File: src/rtl/mem_stage_access.sv
// mem_stage_access: consumer end of the EX/MEM register. Performs data-memory
// loads/stores over a req/ack handshake, stalls upstream while an access is
// outstanding, and registers the selected result into the MEM/WB (W) stage.
// Optional build macro: MEM_TIMEOUT_EN enables a BUSY-cycle watchdog that
// aborts an unacknowledged access after TIMEOUT_CYCLES and pulses bus_err.
module mem_stage_access #(
  parameter int unsigned TIMEOUT_CYCLES = 255
) (
  input  logic        clk,
  input  logic        rst,
  input  logic        reg_write_m,
  input  logic        mem_to_reg_m,
  input  logic        mem_write_m,
  input  logic [31:0] alu_result_m,
  input  logic [31:0] write_data_m,
  input  logic [4:0]  write_reg_m,
  input  logic        upper_m,
  output logic        dmem_req,
  output logic        dmem_we,
  output logic [31:0] dmem_addr,
  output logic [31:0] dmem_wdata,
  input  logic        dmem_ack,
  input  logic [31:0] dmem_rdata,
  output logic        stall_m,
  output logic        reg_write_w,
  output logic [4:0]  write_reg_w,
  output logic [31:0] result_w,
  output logic        bus_err
);

  typedef enum logic {IDLE, BUSY} state_t;

  state_t      r_state;
  logic        r_rw_lat;
  logic [4:0]  r_wr_lat;
  logic        r_load_lat;
  logic        w_access;
  logic        w_timeout;
  logic        w_stall;
  logic [31:0] w_alu_sel;

  assign w_access  = mem_to_reg_m | mem_write_m;
  assign w_alu_sel = upper_m ? {alu_result_m[15:0], 16'h0000} : alu_result_m;

`ifdef MEM_TIMEOUT_EN
  localparam int unsigned CW = $clog2(TIMEOUT_CYCLES + 1);
  logic [CW-1:0] r_cnt;

  // Abort fires only when no ack arrives in the limit cycle, so ack always wins.
  assign w_timeout = (r_state == BUSY) && !dmem_ack && (r_cnt == CW'(TIMEOUT_CYCLES));

  // BUSY-cycle counter and single-cycle abort pulse
  always_ff @(posedge clk) begin
    if (rst) begin
      r_cnt   <= '0;
      bus_err <= 1'b0;
    end else begin
      bus_err <= w_timeout;
      if (r_state == IDLE)
        r_cnt <= '0;
      else if (!dmem_ack && !w_timeout)
        r_cnt <= r_cnt + 1'b1;
    end
  end
`else
  assign w_timeout = 1'b0;
  assign bus_err   = 1'b0;
`endif

  // Upstream stall: request in IDLE, or waiting for ack in BUSY
  always_comb begin
    w_stall = 1'b0;
    if (!rst) begin
      case (r_state)
        IDLE:    w_stall = w_access;
        BUSY:    w_stall = !dmem_ack && !w_timeout;
        default: w_stall = 1'b0;
      endcase
    end
  end

  assign stall_m = w_stall;

  // Access FSM, memory request registers and W-stage registers
  always_ff @(posedge clk) begin
    if (rst) begin
      r_state     <= IDLE;
      dmem_req    <= 1'b0;
      dmem_we     <= 1'b0;
      dmem_addr   <= '0;
      dmem_wdata  <= '0;
      r_rw_lat    <= 1'b0;
      r_wr_lat    <= '0;
      r_load_lat  <= 1'b0;
      reg_write_w <= 1'b0;
      write_reg_w <= '0;
      result_w    <= '0;
    end else begin
      case (r_state)
        IDLE: begin
          if (w_access) begin
            r_state     <= BUSY;
            dmem_req    <= 1'b1;
            dmem_we     <= mem_write_m;
            dmem_addr   <= {alu_result_m[31:2], 2'b00};
            dmem_wdata  <= write_data_m;
            r_rw_lat    <= reg_write_m;
            r_wr_lat    <= write_reg_m;
            // A simultaneous load+store request behaves as a store.
            r_load_lat  <= mem_to_reg_m & ~mem_write_m;
            reg_write_w <= 1'b0;
          end else begin
            reg_write_w <= reg_write_m;
            write_reg_w <= write_reg_m;
            result_w    <= w_alu_sel;
          end
        end
        BUSY: begin
          if (dmem_ack) begin
            r_state     <= IDLE;
            dmem_req    <= 1'b0;
            reg_write_w <= r_rw_lat;
            write_reg_w <= r_wr_lat;
            if (r_load_lat)
              result_w <= dmem_rdata;
          end else if (w_timeout) begin
            r_state     <= IDLE;
            dmem_req    <= 1'b0;
            reg_write_w <= 1'b0;
            result_w    <= '0;
          end else begin
            reg_write_w <= 1'b0;
          end
        end
        default: r_state <= IDLE;
      endcase
    end
  end

endmodule

File: config.mk
export PLATFORM = sky130hd
export DESIGN_NAME = mem_stage_access
export DESIGN_NICKNAME = d
export VERILOG_FILES = /design/src/rtl/mem_stage_access.sv
export SDC_FILE = /design/constraint.sdc
export NUM_CORES = 1
export LEC_CHECK = 0
export CAP_MARGIN = 5
export CORE_UTILIZATION = 35
export CTS_CLUSTER_DIAMETER = 150
export CTS_CLUSTER_SIZE = 25
export DETAILED_ROUTE_END_ITERATION = 10
export GPL_ROUTABILITY_DRIVEN = 0
export PLACE_DENSITY = 0.72
export SLEW_MARGIN = 15
export SYNTH_ARGS = -nofsm -noshare
export SYNTH_HDL_FRONTEND = slang
export SYNTH_SLANG_ARGS = --single-unit
export TNS_END_PERCENT = 1
File: constraint.sdc
create_clock -name clk -period 1.45 [get_ports clk]
set_input_delay 0.2175 -clock clk [delete_from_list [all_inputs] [get_ports clk]]
set_output_delay 0.2175 -clock clk [all_outputs]
set_load 0.005 [all_outputs]
**Word level (Yosys, flattened, before mapping)**

Index checks and enable logic that the tools add are counted.

- Mux-type cells: 19
- Bitwise logic cells: 4
- Equal/unequal tests: 4
- Reductions and logical operators: 5

Operators with widths:

| kind | count |
|---|---|
| 2-to-1 mux 32 bit | 4 |
| case mux 32 bit (2 select lines) | 1 |
| 2-to-1 mux 5 bit | 2 |
| case mux 5 bit (2 select lines) | 1 |
| case mux 1 bit (2 select lines) | 4 |
| 2-to-1 mux 1 bit | 7 |
| inequality test 2 bit (second input constant) | 3 |
| AND reduction 2 bit | 3 |
| AND reduction 3 bit | 1 |
| inequality test 2 x 1 -> 1 bit (second input constant) | 1 |
| inverter 1 bit | 2 |
| bitwise AND 1 bit | 1 |
| zero test 1 bit | 1 |
| bitwise OR 1 bit | 1 |

- Input port bits: 108
- Bits in registers: 110
- Output and inout bits: 106

**Longest topological paths before layout**

Gate-level depths: netlist of run 1.

- Depth in word-level cells: 3
- Mapped depth: 7

**Least setup slack after synthesis of run 1**

No wires, ideal clock.

- Kind: flip-flop to flip-flop
- Start: reg r_state
- End: reg result_w[1]
- Period minus slack after synthesis: 1.362 ns
- Buffers on the path: 2
- Data required time: 1.314 ns
- Library setup time: 0.136 ns
- Arrival time: 1.226 ns
- Slack: 0.088 ns
- Cell stages (with the launch flop): 6
- Cell sequence: dfxtp_1 > buf_6 > or3_4 > buf_6 > a222oi_1 > nor3_1

- Longest elaborated chain between the ends: 3
- Elaborated cells on any way between the ends: 6
- Classes of those cells: eq/ne (3); mux (1); bitwise (1); reduce/logical (1)

Ends and longest elaborated chain:

| what | RTL line | source |
|---|---|---|
| start, declared | 33 | `state_t r_state;` |
| start signal, assigned | 87 | `r_state <= IDLE;` |
| start signal, assigned | 102 | `r_state <= BUSY;` |
| start signal, assigned | 120 | `r_state <= IDLE;` |
| inverter 1 bit (no source line) | n/a |  |
| inequality test 2 bit (no source line) | n/a |  |
| AND reduction 3 bit (no source line) | n/a |  |
| end signal, assigned | 115 | `result_w <= w_alu_sel;` |
| end signal, assigned | 125 | `result_w <= dmem_rdata;` |
| end, declared | 27 | `output logic [31:0] result_w,` |

Several ways; a longest one is shown, not always the timed one.
A chain may end at the register's enable or synchronous reset.

**Final worst setup path of run 1**

- Start: reg r_state
- End: out stall_m

- Longest elaborated chain between the ends: 3

Ends and longest elaborated chain:

| what | RTL line | source |
|---|---|---|
| inverter 1 bit (no source line) | n/a |  |
| case mux 1 bit (2 select lines) (*) | 74 | `case (r_state)` |
| 2-to-1 mux 1 bit (*) | 73 | `if (!rst) begin` |
| end, declared | 24 | `output logic stall_m,` |

Every way passes the cells marked *; elsewhere a longest branch is shown, timed or not.

==> metrics.md, run 1 <==
| Metric | Value |
|---|---|
| Status | `finished with violations` |
| Failing checks | `setup timing` |
| Routed Antenna Nets | `0` |
| Die Y | `117.2 µm` |
| Comb power frac | `0.218` |
| Switching power | `1955 µW` |
| Setup TNS | `-0.003563 ns` |
| Layout Skew | `0.005897 ns` |
| Hold_buf cts | `0` |
| Global-route wire length before repair | `22.89 mm` |
| Synth area leader | `dfxtp_1` |
| Std-Cell Rows | `41` |
| Final Hold Fails | `0` |
| Ratio of cells with drive above 1 in the final layout | `0.1227` |
| Fill cell count | `1,112` |
| Hold/Removal Path Class | `input pin to flip-flop` |
| CTS tree | `done` |
| Max stage delay cell, worst path | `dfxtp_2` |
| DR vias | `4,715` |
| # clock sinks | `110` |
| RR Endpoint | `result_w[1]` |
| Critical path type | `flip-flop to primary output` |
| Area growth syn-to-layout | `58.80%` |
| GRT Overall Usage | `0.2233` |
| VDD IR max | `0.7034 mV` |
| Mapped Avg Cell Area | `8.464 µm²` |
| WP data arrival | `1.24 ns` |
| Routed len/inst | `17.21 µm` |
| Reg area | `0.002222 mm²` |
| Largest net degree at the start of global routing | `111` |
| Tmin final | `1.454 ns` |
| Startpoint Class | `flip-flop` |
| Slowest cell delay on critical path | `0.34 ns` |
| Total CTS buffers | `9` |
| Top cells by area, synth | `dfxtp_1 47%, nand2_1 11%, a21oi_1 11%` |
| Cell Chain, Critical Path | `or3_4 -> nand2_2 -> nor2_1 -> buf_2` |
| Slew HR | `0.6654` |
| Post-synthesis cell area | `0.004647 mm²` |
| Clock-pin slew on the worst setup and hold paths | `0.07 ns` |
| WP buf/inv | `1` |
| Yosys cell types | `30` |
| Clk pwr share | `0.334` |
| Post-synth top area share | `0.4739` |
| Initial drt markers | `401` |
| GRT overflow | `0` |
| Worst Path Max Fanout | `3` |
| CTS Buffer Depth | `2` |
| Worst r2r src | `r_state` |
| DRT Wirelength | `15.87 mm` |
| I/O pin count | `214` |
| Setup-failing EPs final | `1` |
| P per Cell Area | `1017 mW/mm²` |
| Initial Util | `0.3638` |
| Crit path to | `stall_m` |
| #FFs+latches synth | `110` |
| CTS root buffer | `clkbuf_16` |
| CP delay by family, top | `simple AND/OR/NAND/NOR gates` |
| Later-pin clock latency in the skew report | `0.35 ns` |
| Die W | `117.2 µm` |
| Syn. warnings | `0` |
| DRC | `0` |
| Actual slew at the worst max-slew pin | `0.5019 ns` |
| Final Slew Violations | `0` |
| Htree depth | `3` |
| Internal | `5550 µW` |
| Sw Share | `0.2605` |
| Nets | `853` |
| Die area | `0.01374 mm²` |
| N_diodes | `0` |
| Worst R2R Path Depth | `4` |
| Most frequent cells in the layout | `172 x clkdlybuf4s50_1, 138 x nand2_1, 99 x a21oi_1` |
| Critical path capture point type | `primary output` |
| First drt pass iteration count | `5` |
| Sequential Power Share | `0.448` |
| Setup Slack @ Placement | `-0.3662 ns` |
| Flop-to-flop setup slack | `0.05 ns` |
| Initial antenna violation count | `0` |
| Critical path depth in cells | `4` |
| Final period util | `1.002` |
| Max Cap Viol | `0` |
| Synth Instances | `549` |
| Area occupied by multi-input gates | `0.002160 mm²` |
| RSZ-0062 raised after global routing | `true` |
| Critical Path RT | `1.23 ns` |
| DR vias/cell | `5.114` |
| DP HPWL | `11.53 mm` |
| Via count of the first global-routing pass | `4,278` |
| Commonest non-fill, non-tap cell in the layout | `clkdlybuf4s50_1` |
| Seq/Total Area, Yosys | `0.4739` |
| Buffers on Ports | `210` |
| Static Leak | `0.003114 µW` |
| Fmax | `688.0 MHz` |
| Core Area | `0.01277 mm²` |
| Setup ws final | `-0.003563 ns` |
| Worst setup path startpoint | `r_state` |
## flip-flops by register name (all words and copies together) (netlist names)
register	count
dmem_wdata	32
result_w	32
dmem_addr	30
r_wr_lat	5
write_reg_w	5
dmem_req	1
dmem_we	1
r_load_lat	1
r_rw_lat	1
r_state	1
reg_write_w	1
## synth_stat cells, drive strengths merged
master	n
a211oi	20
nor2	6
a222oi	2
nor2b	1
inv	1
nand2b	17
nor4b	1
o21ba	1
a21oi	100
conb	1
mux2i	5
a31oi	1
o221ai	16
dfxtp	110
clkbuf	19
nor3	24
o21bai	1
and2	1
nor3b	14
nand3	17
or3	1
nand2	139
buf	34
mux2	16
and3	1
## per-layer routing
metal,vias to the layer above,GRT usage,part of all wire
li1,2278,-,-
met1,2217,0.3122,0.44
met2,199,0.3408,0.46
met3,21,0.04634,0.069
met4,0,0.07679,0.022
met5,-,0,0
## metrics by stage
step	util	hold WS (ns)	cell area, µm²	total power (µW)	std cells
floorplan	-	0.3535	4654	4115	551
global placement	0.5467	0.4421	6983	5031	906
detailed placement	0.5467	0.4457	6983	5075	906
CTS	0.5703	0.4082	7284	7549	922
global route	0.5777	0.4094	7380	7817	922
finish	0.5777	0.4170	7380	7505	922
## area by class of cell
class	count	area share
clock buffers	11	0.03289
repair buffers	236	0.3357
inverters	1	0.0005086
multi-input cells	387	0.2926
clock inverters	5	0.007969
well taps	172	0.02916
flip-flops and latches	110	0.3011
## worst min path at each step
stage                           startpoint             end  slack [ns]  depth (start not counted)
final                     write_data_m[16]  dmem_wdata[16]        0.42                          3
after global routing      write_data_m[17]  dmem_wdata[17]        0.41                          3
after detailed placement    dmem_wdata[24]  dmem_wdata[24]        0.45                          2
after global placement      dmem_wdata[12]  dmem_wdata[12]        0.44                          2
after CTS                 write_data_m[20]  dmem_wdata[20]        0.41                          3
after floorplan                reg_write_m        r_rw_lat        0.35                          2
## cell families after synthesis
| family | synth area share |
|---|---|
| DFF | 0.4739 |
| AOI/OAI and AO/OA | 0.1904 |
| and+or+nand+nor | 0.2186 |
| buffers and inverters | 0.06677 |
| other | 0.0008070 |
| muxes | 0.04954 |
## repair_timing
| action | CTS | global route |
|---|---|---|
| setup buffers | 0 | 0 |
| setup endpoints to repair | 12 | 66 |
| gates resized for setup | 17 | 43 |
| pin swaps | 2 | 1 |
## worst register-to-register path: cells and delay by family, from the launching register on
family,cells,cell delay [ns]
flops,1,0.34
simple gates,2,0.40
compound gates,1,0.31
buf+inv,1,0.21
## power groups by stage
stage / Clock (µW) / Sequential [µW] / Combinational, µW
2_1_floorplan: 0 / 3430 / 686
3_3_place_gp: 0 / 3420 / 1610
3_5_place_dp: 0 / 3430 / 1650
4_1_cts: 2540 / 3360 / 1650
5_1_grt: 2660 / 3390 / 1770
6_report: 2510 / 3370 / 1630
Note: power is estimated with default switching activity, not from simulation.
==> inputs of run 2 (changes only) <==
--- a/config.mk
+++ b/config.mk
@@ -8,3 +8,3 @@
 export CAP_MARGIN = 5
-export CORE_UTILIZATION = 35
+export CORE_UTILIZATION = 37
 export CTS_CLUSTER_DIAMETER = 150
@@ -13,3 +13,3 @@
 export GPL_ROUTABILITY_DRIVEN = 0
-export PLACE_DENSITY = 0.72
+export PLACE_DENSITY = 0.76
 export SLEW_MARGIN = 15
==> constraint.sdc (replaced) <==
create_clock -name clk -period 1.45 [get_ports clk]
set_input_delay 0.29 -clock clk [delete_from_list [all_inputs] [get_ports clk]]
set_output_delay 0.29 -clock clk [all_outputs]
set_load 0.005 [all_outputs]
==> metrics.md, run 2 (synthesis results as in run 1) <==
| Metric | Value |
|---|---|
| DRC | `0 (unchanged)` |
| Htree depth | `3 (unchanged)` |
| Most frequent cells in the layout | `138 x nand2_1, 104 x clkdlybuf4s50_1, 104 x dlygate4sd2_1` |
| Final Hold Fails | `0 (unchanged)` |
| CTS tree | `done` |
| Initial Util | `0.3837 (+0.01988)` |
| WP data arrival | `1.24 ns (about the same)` |
| Global-route wire length before repair | `23.45 mm (+2.4%)` |
| Comb power frac | `0.218 (about the same)` |
| Biggest regs | `dmem_wdata (32), result_w (32), dmem_addr (30)` |
| Layout Skew | `0.01068 ns (+0.004787 ns)` |
| Critical Path RT | `1.16 ns (-0.07 ns)` |
| DR vias | `4,764 (+1.0%)` |
| Final Util | `0.6053 (+0.02754)` |
| CTS root buffer | `clkbuf_16` |
| Sw Share | `0.2732 (+0.01273)` |
| DP HPWL | `11.09 mm (-3.8%)` |
| Die Y | `114.1 µm (-2.7%)` |
| Hold slack | `0.4511 ns (+0.03415 ns)` |
| Setup-failing EPs final | `1 (unchanged)` |
| RSZ-0062 raised after global routing | `true` |
| Worst Path Max Fanout | `2 (-1)` |
| Sequential Power Share | `0.465 (+0.017)` |
| Failing checks | `setup timing` |
| Clk pwr share | `0.317 (-0.017)` |
| Critical path type | `flip-flop to primary output` |
| Actual slew at the worst max-slew pin | `0.5434 ns (+0.04147 ns)` |
| Reg area | `0.002235 mm² (+0.56%)` |
| Std-Cell Rows | `40 (-2.4%)` |
| Ratio of cells with drive above 1 in the final layout | `0.1702 (+0.04755)` |
| Flop-to-flop setup slack | `0.01 ns (-0.04 ns)` |
| Largest net degree at the start of global routing | `111 (unchanged)` |
| Commonest non-fill, non-tap cell in the layout | `nand2_1` |
| Final period util | `1.054 (+0.05195)` |
| N_diodes | `0 (unchanged)` |
| Routed Antenna Nets | `0 (unchanged)` |
| Setup Slack @ Placement | `-0.5527 ns (-0.1865 ns)` |
| VDD IR max | `0.5103 mV (-27%)` |
| Area occupied by multi-input gates | `0.002271 mm² (+5.2%)` |
| # clock sinks | `110 (unchanged)` |
| I/O pin count | `214 (unchanged)` |
| First drt pass iteration count | `5 (unchanged)` |
| Critical path capture point type | `primary output` |
| Fill cell count | `1,088 (-2.2%)` |
| Initial antenna violation count | `0 (unchanged)` |
| Area growth syn-to-layout | `57.75%` |
| Die area | `0.01301 mm² (-5.3%)` |
| Internal | `5255 µW (-5.3%)` |
| Core Area | `0.01211 mm² (-5.2%)` |
| Tmin final | `1.529 ns (+0.07533 ns)` |
| Switching power | `1975 µW (+1.1%)` |
| Via count of the first global-routing pass | `4,450 (+4.0%)` |
| P per Cell Area | `986.4 mW/mm² (-3.0%)` |
| CTS Buffer Depth | `2 (unchanged)` |
| Final Slew Violations | `0 (unchanged)` |
| Fmax | `654.1 MHz (-4.9%)` |
| DR vias/cell | `5.178 (+1.3%)` |
| Buffers on Ports | `210 (unchanged)` |
| Status | `finished with violations` |
| Later-pin clock latency in the skew report | `0.35 ns (about the same)` |
| Die W | `114.1 µm (-2.7%)` |
| Static Leak | `0.003061 µW (-1.7%)` |
| DRT Wirelength | `15.41 mm (-2.9%)` |
| Initial drt markers | `330 (-18%)` |
| Nets | `855 (+0.23%)` |
| Routed len/inst | `16.75 µm (-2.7%)` |
| Clock-pin slew on the worst setup and hold paths | `0.07 ns (about the same)` |
| Setup ws final | `-0.07890 ns (-0.07533 ns)` |
| Startpoint Class | `flip-flop` |
| Hold/Removal Path Class | `flip-flop to flip-flop` |
| Max Cap Viol | `0 (unchanged)` |
| GRT overflow | `0 (unchanged)` |
| Slew HR | `0.6378 (-0.02765)` |
| Total CTS buffers | `9 (unchanged)` |
| GRT Overall Usage | `0.2324 (+0.009057)` |
## run 2: cell types whose count changed in the layout (fill, tap and decap cells not counted), moves of 3 or more
cell / previous run / this run
dlygate4sd2_1: 7 / 104
clkdlybuf4s50_1: 172 / 104
dlymetal6s2s_1: 29 / 0
a21oi_1: 99 / 89
a21oi_2: 1 / 11
dfxtp_1: 94 / 84
dfxtp_2: 16 / 26
nor3b_1: 14 / 6
nor3b_2: 0 / 8
buf_6: 3 / 0
## run 2: final timing paths
| path | startpoint | end | cells after the start |
|---|---|---|---|
| max | r_state | stall_m | 4 |
| min | dmem_wdata[19] | dmem_wdata[19] | 2 |
| max reg2reg | r_state | result_w[20] | 6 |
| min reg2reg | dmem_wdata[19] | dmem_wdata[19] | 2 |
## run 2: critical path, stage by stage (launching register included)
cell and delay [ns]:
dfxtp_2 0.33, or3_4 0.34, nand2_4 0.08, nor2_2 0.04
buf_2 0.11
## run 2: timing repair
action                                  CTS  global route
buffers inserted                          1             0
hold buffers                              0             0
cloned                                    0             1
endpoints found under the setup margin  119            46
pin swaps                                 3             9
gates resized for setup                 139            25
endpoints found under the hold margin     0             0
## run 2: metal layers
layer,share of wire,wire length [µm],track usage
met4,0.016,239,0.06580
met3,0.062,958,0.03759
met2,0.50,7693,0.3891
met5,0,0,0
met1,0.42,6521,0.3092
## run 2: final cells by class
type                       instances  share of cell area
inverter                           1           0.0005120
clock inverter                     7            0.006656
sequential                       110              0.3048
timing repair buffer             238              0.3188
multi-input combinational        387              0.3098
tap                              168             0.02867
clock buffer                       9             0.03072
## run 2: stage by stage
| step | setup TNS [ns] | power [µW] | area (µm²) | cells |
|---|---|---|---|---|
| 2_1_floorplan | 0 | 4115 | 4654 | 551 |
| 3_3_place_gp | -21.85 | 5021 | 6990 | 902 |
| 3_5_place_dp | -27.57 | 5073 | 6990 | 902 |
| 4_1_cts | -0.1071 | 7209 | 7194 | 919 |
| 5_1_grt | -0.3076 | 7562 | 7331 | 920 |
| 6_report | -0.07890 | 7231 | 7331 | 920 |
## run 2: power by group through the flow
| stage | Combinational (µW) | Sequential (µW) | Clock [µW] |
|---|---|---|---|
| global route | 1710 | 3390 | 2470 |
| detailed placement | 1650 | 3430 | 0 |
| CTS | 1530 | 3360 | 2320 |
| global placement | 1600 | 3420 | 0 |
| finish | 1580 | 3360 | 2290 |
| floorplan | 686 | 3430 | 0 |
==> inputs of run 3 (changes only) <==
Settings changed: MAX_ROUTING_LAYER set to met4, REMOVE_ABC_BUFFERS set to 1.
==> metrics.md, run 3 (synthesis results as in run 1) <==
| Metric | Value |
|---|---|
| Status | `finished with violations` |
| Failing checks | `setup timing` |
| CTS tree | `done` |
| CTS Buffer Depth | `2 (unchanged)` |
| Hold/Removal Path Class | `flip-flop to flip-flop` |
| Commonest non-fill, non-tap cell in the layout | `nand2_1` |
| Fmax | `647.1 MHz (-1.1%)` |
| Initial drt markers | `283 (-14%)` |
| Final instance area | `0.007303 mm² (-0.38%)` |
| Startpoint Class | `flip-flop` |
| Tmin final | `1.545 ns (+0.01636 ns)` |
| GRT overflow | `0 (unchanged)` |
| Initial Util | `0.3837 (unchanged)` |
| Die Y | `114.1 µm (unchanged)` |
| CTS root buffer | `clkbuf_16` |
| Area growth syn-to-layout | `57.16%` |
| Max stage delay cell, worst path | `or3_4` |
| Setup ws final | `-0.09525 ns (-0.01636 ns)` |
| Placed Instances | `898 (-0.44%)` |
| Slowest cell delay on critical path | `0.34 ns (about the same)` |
| Core Area | `0.01211 mm² (unchanged)` |
| Hold_buf cts | `0 (unchanged)` |
| Via count of the first global-routing pass | `4,504 (+1.2%)` |
| Critical Path RT | `1.16 ns (about the same)` |
| GRT Overall Usage | `0.2276 (-0.004834)` |
| Routed Antenna Nets | `0 (unchanged)` |
| Static Leak | `0.003068 µW (+0.22%)` |
| Biggest regs | `dmem_wdata (32), result_w (32), dmem_addr (30)` |
| Max Cap Viol | `0 (unchanged)` |
| Final period util | `1.066 (+0.01128)` |
| CP delay by family, top | `simple AND/OR/NAND/NOR gates` |
| Flop-to-flop setup slack | `-0.01 ns (-0.02 ns)` |
| Slew HR | `0.6553 (+0.01753)` |
| Layout Skew | `0.009032 ns (-0.001653 ns)` |
| Htree depth | `3 (unchanged)` |
| DRT Wirelength | `14.40 mm (-6.6%)` |
| Critical path type | `flip-flop to primary output` |
| VDD IR max | `0.7044 mV (+38%)` |
| Clock-pin slew on the worst setup and hold paths | `0.07 ns (about the same)` |
| DR vias | `4,685 (-1.7%)` |
| Actual slew at the worst max-slew pin | `0.5171 ns (-0.02629 ns)` |
| Critical path capture point type | `primary output` |
| Worst Path Max Fanout | `2 (unchanged)` |
| Die area | `0.01301 mm² (unchanged)` |
| Cell Chain, Critical Path | `or3_4 -> nand2_4 -> nor2_2 -> buf_2` |
| P per Cell Area | `1022 mW/mm² (+3.7%)` |
| Nets | `853 (-0.23%)` |
| WP buf/inv | `1 (unchanged)` |
| Most frequent cells in the layout | `136 x nand2_1, 104 x clkdlybuf4s50_1, 103 x dlygate4sd2_1` |
| Total CTS buffers | `9 (unchanged)` |
| Std-Cell Rows | `40 (unchanged)` |
| First drt pass iteration count | `5 (unchanged)` |
| RSZ-0062 raised after global routing | `true` |
| Initial antenna violation count | `0 (unchanged)` |
| Die W | `114.1 µm (unchanged)` |
| # clock sinks | `110 (unchanged)` |
| Buffers on Ports | `210 (unchanged)` |
| DP HPWL | `9.889 mm (-11%)` |
| Routed len/inst | `15.70 µm (-6.3%)` |
| DRC | `0 (unchanged)` |
| Final Slew Violations | `0 (unchanged)` |
| N_diodes | `0 (unchanged)` |
| DR vias/cell | `5.109 (-1.3%)` |
| Later-pin clock latency in the skew report | `0.35 ns (about the same)` |
| Non-filler cells, final | `917 (-0.33%)` |
| I/O pin count | `214 (unchanged)` |
| Setup-failing EPs final | `3 (+2)` |
| Global-route wire length before repair | `22.62 mm (-3.6%)` |
| WP data arrival | `1.26 ns (+0.02 ns)` |
| Final Hold Fails | `0 (unchanged)` |
| Ratio of cells with drive above 1 in the final layout | `0.1389 (-0.03136)` |
| Largest net degree at the start of global routing | `111 (unchanged)` |
| DP Area | `0.006973 mm² (-0.25%)` |
run 3: worst paths after layout:
path	from	end	cells past startpoint
hold reg to reg	dmem_addr[24]	dmem_addr[24]	2
hold / removal	dmem_addr[24]	dmem_addr[24]	2
setup reg to reg	r_state	result_w[1]	4
setup / recovery	r_state	stall_m	4
run 3: cell type report:
cell class / instances / area (µm²)
Sequential cell: 110 / 2218
Clock inverter: 5 / 75.07
Fill cell: 1086 / 4808
Multi-Input combinational cell: 387 / 2258
Timing Repair Buffer: 236 / 2308
Tap cell: 168 / 210.2
Clock buffer: 10 / 229.0
Inverter: 1 / 3.754
run 3: worst reg2reg max path, cell delays in order (launching register included):
cell	delay (ns)
dfxtp_2	0.33
or3_4	0.34
buf_4	0.23
a222oi_1	0.35
nor3_1	0.07
run 3: through the flow:
| stage | setup TNS, ns | utilization | hold WS (ns) | setup WS, ns | total power [µW] |
|---|---|---|---|---|---|
| after floorplan | -195.46 | - | 0.3546 | -1.983 | 3984 |
| after global placement | -24.72 | 0.5757 | 0.4407 | -0.5118 | 4991 |
| after detailed placement | -27.53 | 0.5757 | 0.4465 | -0.5494 | 5042 |
| after CTS | -0.2696 | 0.5949 | 0.4539 | -0.1436 | 7505 |
| after global routing | -0.5147 | 0.6030 | 0.4681 | -0.1288 | 7832 |
| final | -0.1005 | 0.6030 | 0.4510 | -0.09525 | 7467 |
run 3: routing by layer:
layer | track usage | vias up | share of wire
met5 | - | - | 0
met4 | 0.08831 | 0 | 0.020
met3 | 0.03917 | 27 | 0.052
met2 | 0.3830 | 172 | 0.51
met1 | 0.2713 | 2208 | 0.42
li1 | - | 2278 | -
run 3: power breakdown:
group / switching, µW / internal, µW / leakage (µW)
clock network: 1080 / 1500 / 0.000152
registers: 107 / 3250 / 0.000910
logic: 711 / 824 / 0.00201
total: 1900 / 5570 / 0.00307
run 3: timing repair:
| action | 4_1_cts | 5_1_grt |
|---|---|---|
| gates resized for setup | 124 | 20 |
| buffers inserted | 4 | 0 |
| pin swaps | 2 | 7 |
| setup endpoints to repair | 119 | 61 |
==> RTL edit (flow settings as in run 3) <==
The option `MEM_TIMEOUT_EN` is turned on by a define.
--- a/src/rtl/mem_stage_access.sv
+++ b/src/rtl/mem_stage_access.sv
@@ -3,6 +3,8 @@
 // outstanding, and registers the selected result into the MEM/WB (W) stage.
 // Optional build macro: MEM_TIMEOUT_EN enables a BUSY-cycle watchdog that
 // aborts an unacknowledged access after TIMEOUT_CYCLES and pulses bus_err.
+`define MEM_TIMEOUT_EN
+
 module mem_stage_access #(
   parameter int unsigned TIMEOUT_CYCLES = 255
 ) (
Formal check against the unedited RTL: no difference found for any inputs over 4 cycles, from zero or initial values and one cycle with rst high; that may be too few to reach the edited logic, so the function may still have changed.
==> RTL edit against run 3 <==
The flow still finishes with violations (negative setup slack); power increased by 27%; count of clock-buffer cells in the layout up 16; design area is 12% higher; non-clock buffer count increased by 41; sequential cell count rose by 9; worst setup slack got worse by 0.20 ns; wire length grew 18%; clock skew down 0.0025 ns; core utilization up 4.2 points; area after synthesis up 5.1%; critical endpoint is now result_w[16].
==> RTL edit: results (changes against run 3) <==
Worst setup path
  – Critical path arrival: 2.08 ns (was 1.26 ns)
  – CP top delay family: compound AO/OA/AOI/OAI gates (was simple AND/OR/NAND/NOR gates)
  – Worst path slowest cell: o311a_4 (was or3_4)
  – Crit-path max FO: 33 (was 2)

Routing
  – Drt initial violations: 346 (was 283)
  – Avg WL per Cell: 16.9 µm (was 15.7 µm)

Cells and area
  – Final Non-Filler Cells: 1010 (was 917)
  – Share of layout cells above drive strength 1: 0.169 (was 0.139)
  – Nets: 937 (was 853)

STA
  – Final clock skew: 0.00653 ns (was 0.00903 ns)
  – Final setup violation count: 39 (was 3)
  – Final WS setup: -0.292 ns (was -0.0953 ns)
  – Setup TNS: -8.94 ns (was -0.101 ns)

Synth
  – Yosys cell types: 39 (was 30)
  – Post-synthesis cell count: 587 (was 549)
  – Synth area leaders: dfxtp_1 49%, a21oi_1 11%, nand2_1 11% (was dfxtp_1 47%, nand2_1 11%, a21oi_1 11%)
  – Sequential area share after synthesis: 0.488 (was 0.474)

Status
  – Failing checks: negative setup slack (unchanged)
  – Outcome: complete, but fails checks (unchanged)

Place
  – Pre-CTS WS: -0.674 ns (was -0.549 ns)
  – Number of port buffers: 211 (was 210)
  – HPWL after DPL: 11800 µm (was 9890 µm)

Global routing
  – First-pass GRT wire length: 25300 µm (was 22600 µm)
  – All-Layer GR Usage: 0.254 (was 0.228)

Clock tree
  – CTS Buf Count: 17 (was 9)
  – CTS H-tree lvls: 4 (was 3)
  – Reg clk slew, reported paths: 0.05 ns (was 0.07 ns)

Power
  – Cell internal pwr: 0.00710 W (was 0.00557 W)
-- RTL edit: logic make-up after synthesis --
group | after synthesis | synth area share
buffers and inverters | 58 | 0.0515
AO/OA/AOI/OAI | 192 | 0.237
multiplexers | 22 | 0.0492
adder cells (fa/ha/maj) | 1 | 0.00256
XOR/XNOR | 4 | 0.00717
other | 1 | 0.000768
AND/OR/NAND/NOR | 190 | 0.164
flip-flops | 119 | 0.488
-- RTL edit: metal layers --
layer,GRT usage,wire (µm),up-vias
met4,0.0996,417,0
met2,0.432,8450,217
met5,-,0,-
met1,0.276,6720,2476
li1,-,-,2533
met3,0.0788,1450,40
-- RTL edit: final cells by class --
type                            instances  area (µm²)
Clock buffer                           26         519
Clock inverter                          3        40.0
Fill cell                            1063        4510
Inverter                                2        7.51
Multi-Input combinational cell        411        2380
Sequential cell                       119        2390
Tap cell                              172         215
Timing Repair Buffer                  277        2660
-- RTL edit: repair_timing --
| item | in CTS | in global routing |
|---|---|---|
| setup endpoints to repair | 185 | 110 |
| pin swaps | 9 | 4 |
| gates resized for setup | 135 | 23 |
| endpoints found under the hold margin | 0 | 0 |
| buffers inserted | 2 | 0 |
-- RTL edit: power by group through the flow --
stage	Combinational, W	Clock [W]	Sequential, W
after detailed placement	0.00189	0	0.00372
after global placement	0.00184	0	0.00371
after global routing	0.00198	0.00421	0.00368
final	0.00182	0.00399	0.00365
after CTS	0.00178	0.00406	0.00365
after floorplan	0.000612	0	0.00374
-- RTL edit: worst paths after layout --
check,start,endpoint,slack [ns],depth (start not counted)
worst max register to register,r_cnt[1],result_w[16],-0.29,5
worst min-delay path,rst,dmem_req,0.34,3
worst min register to register,dmem_addr[3],dmem_addr[3],0.45,2
worst max-delay path,r_cnt[1],result_w[16],-0.29,5
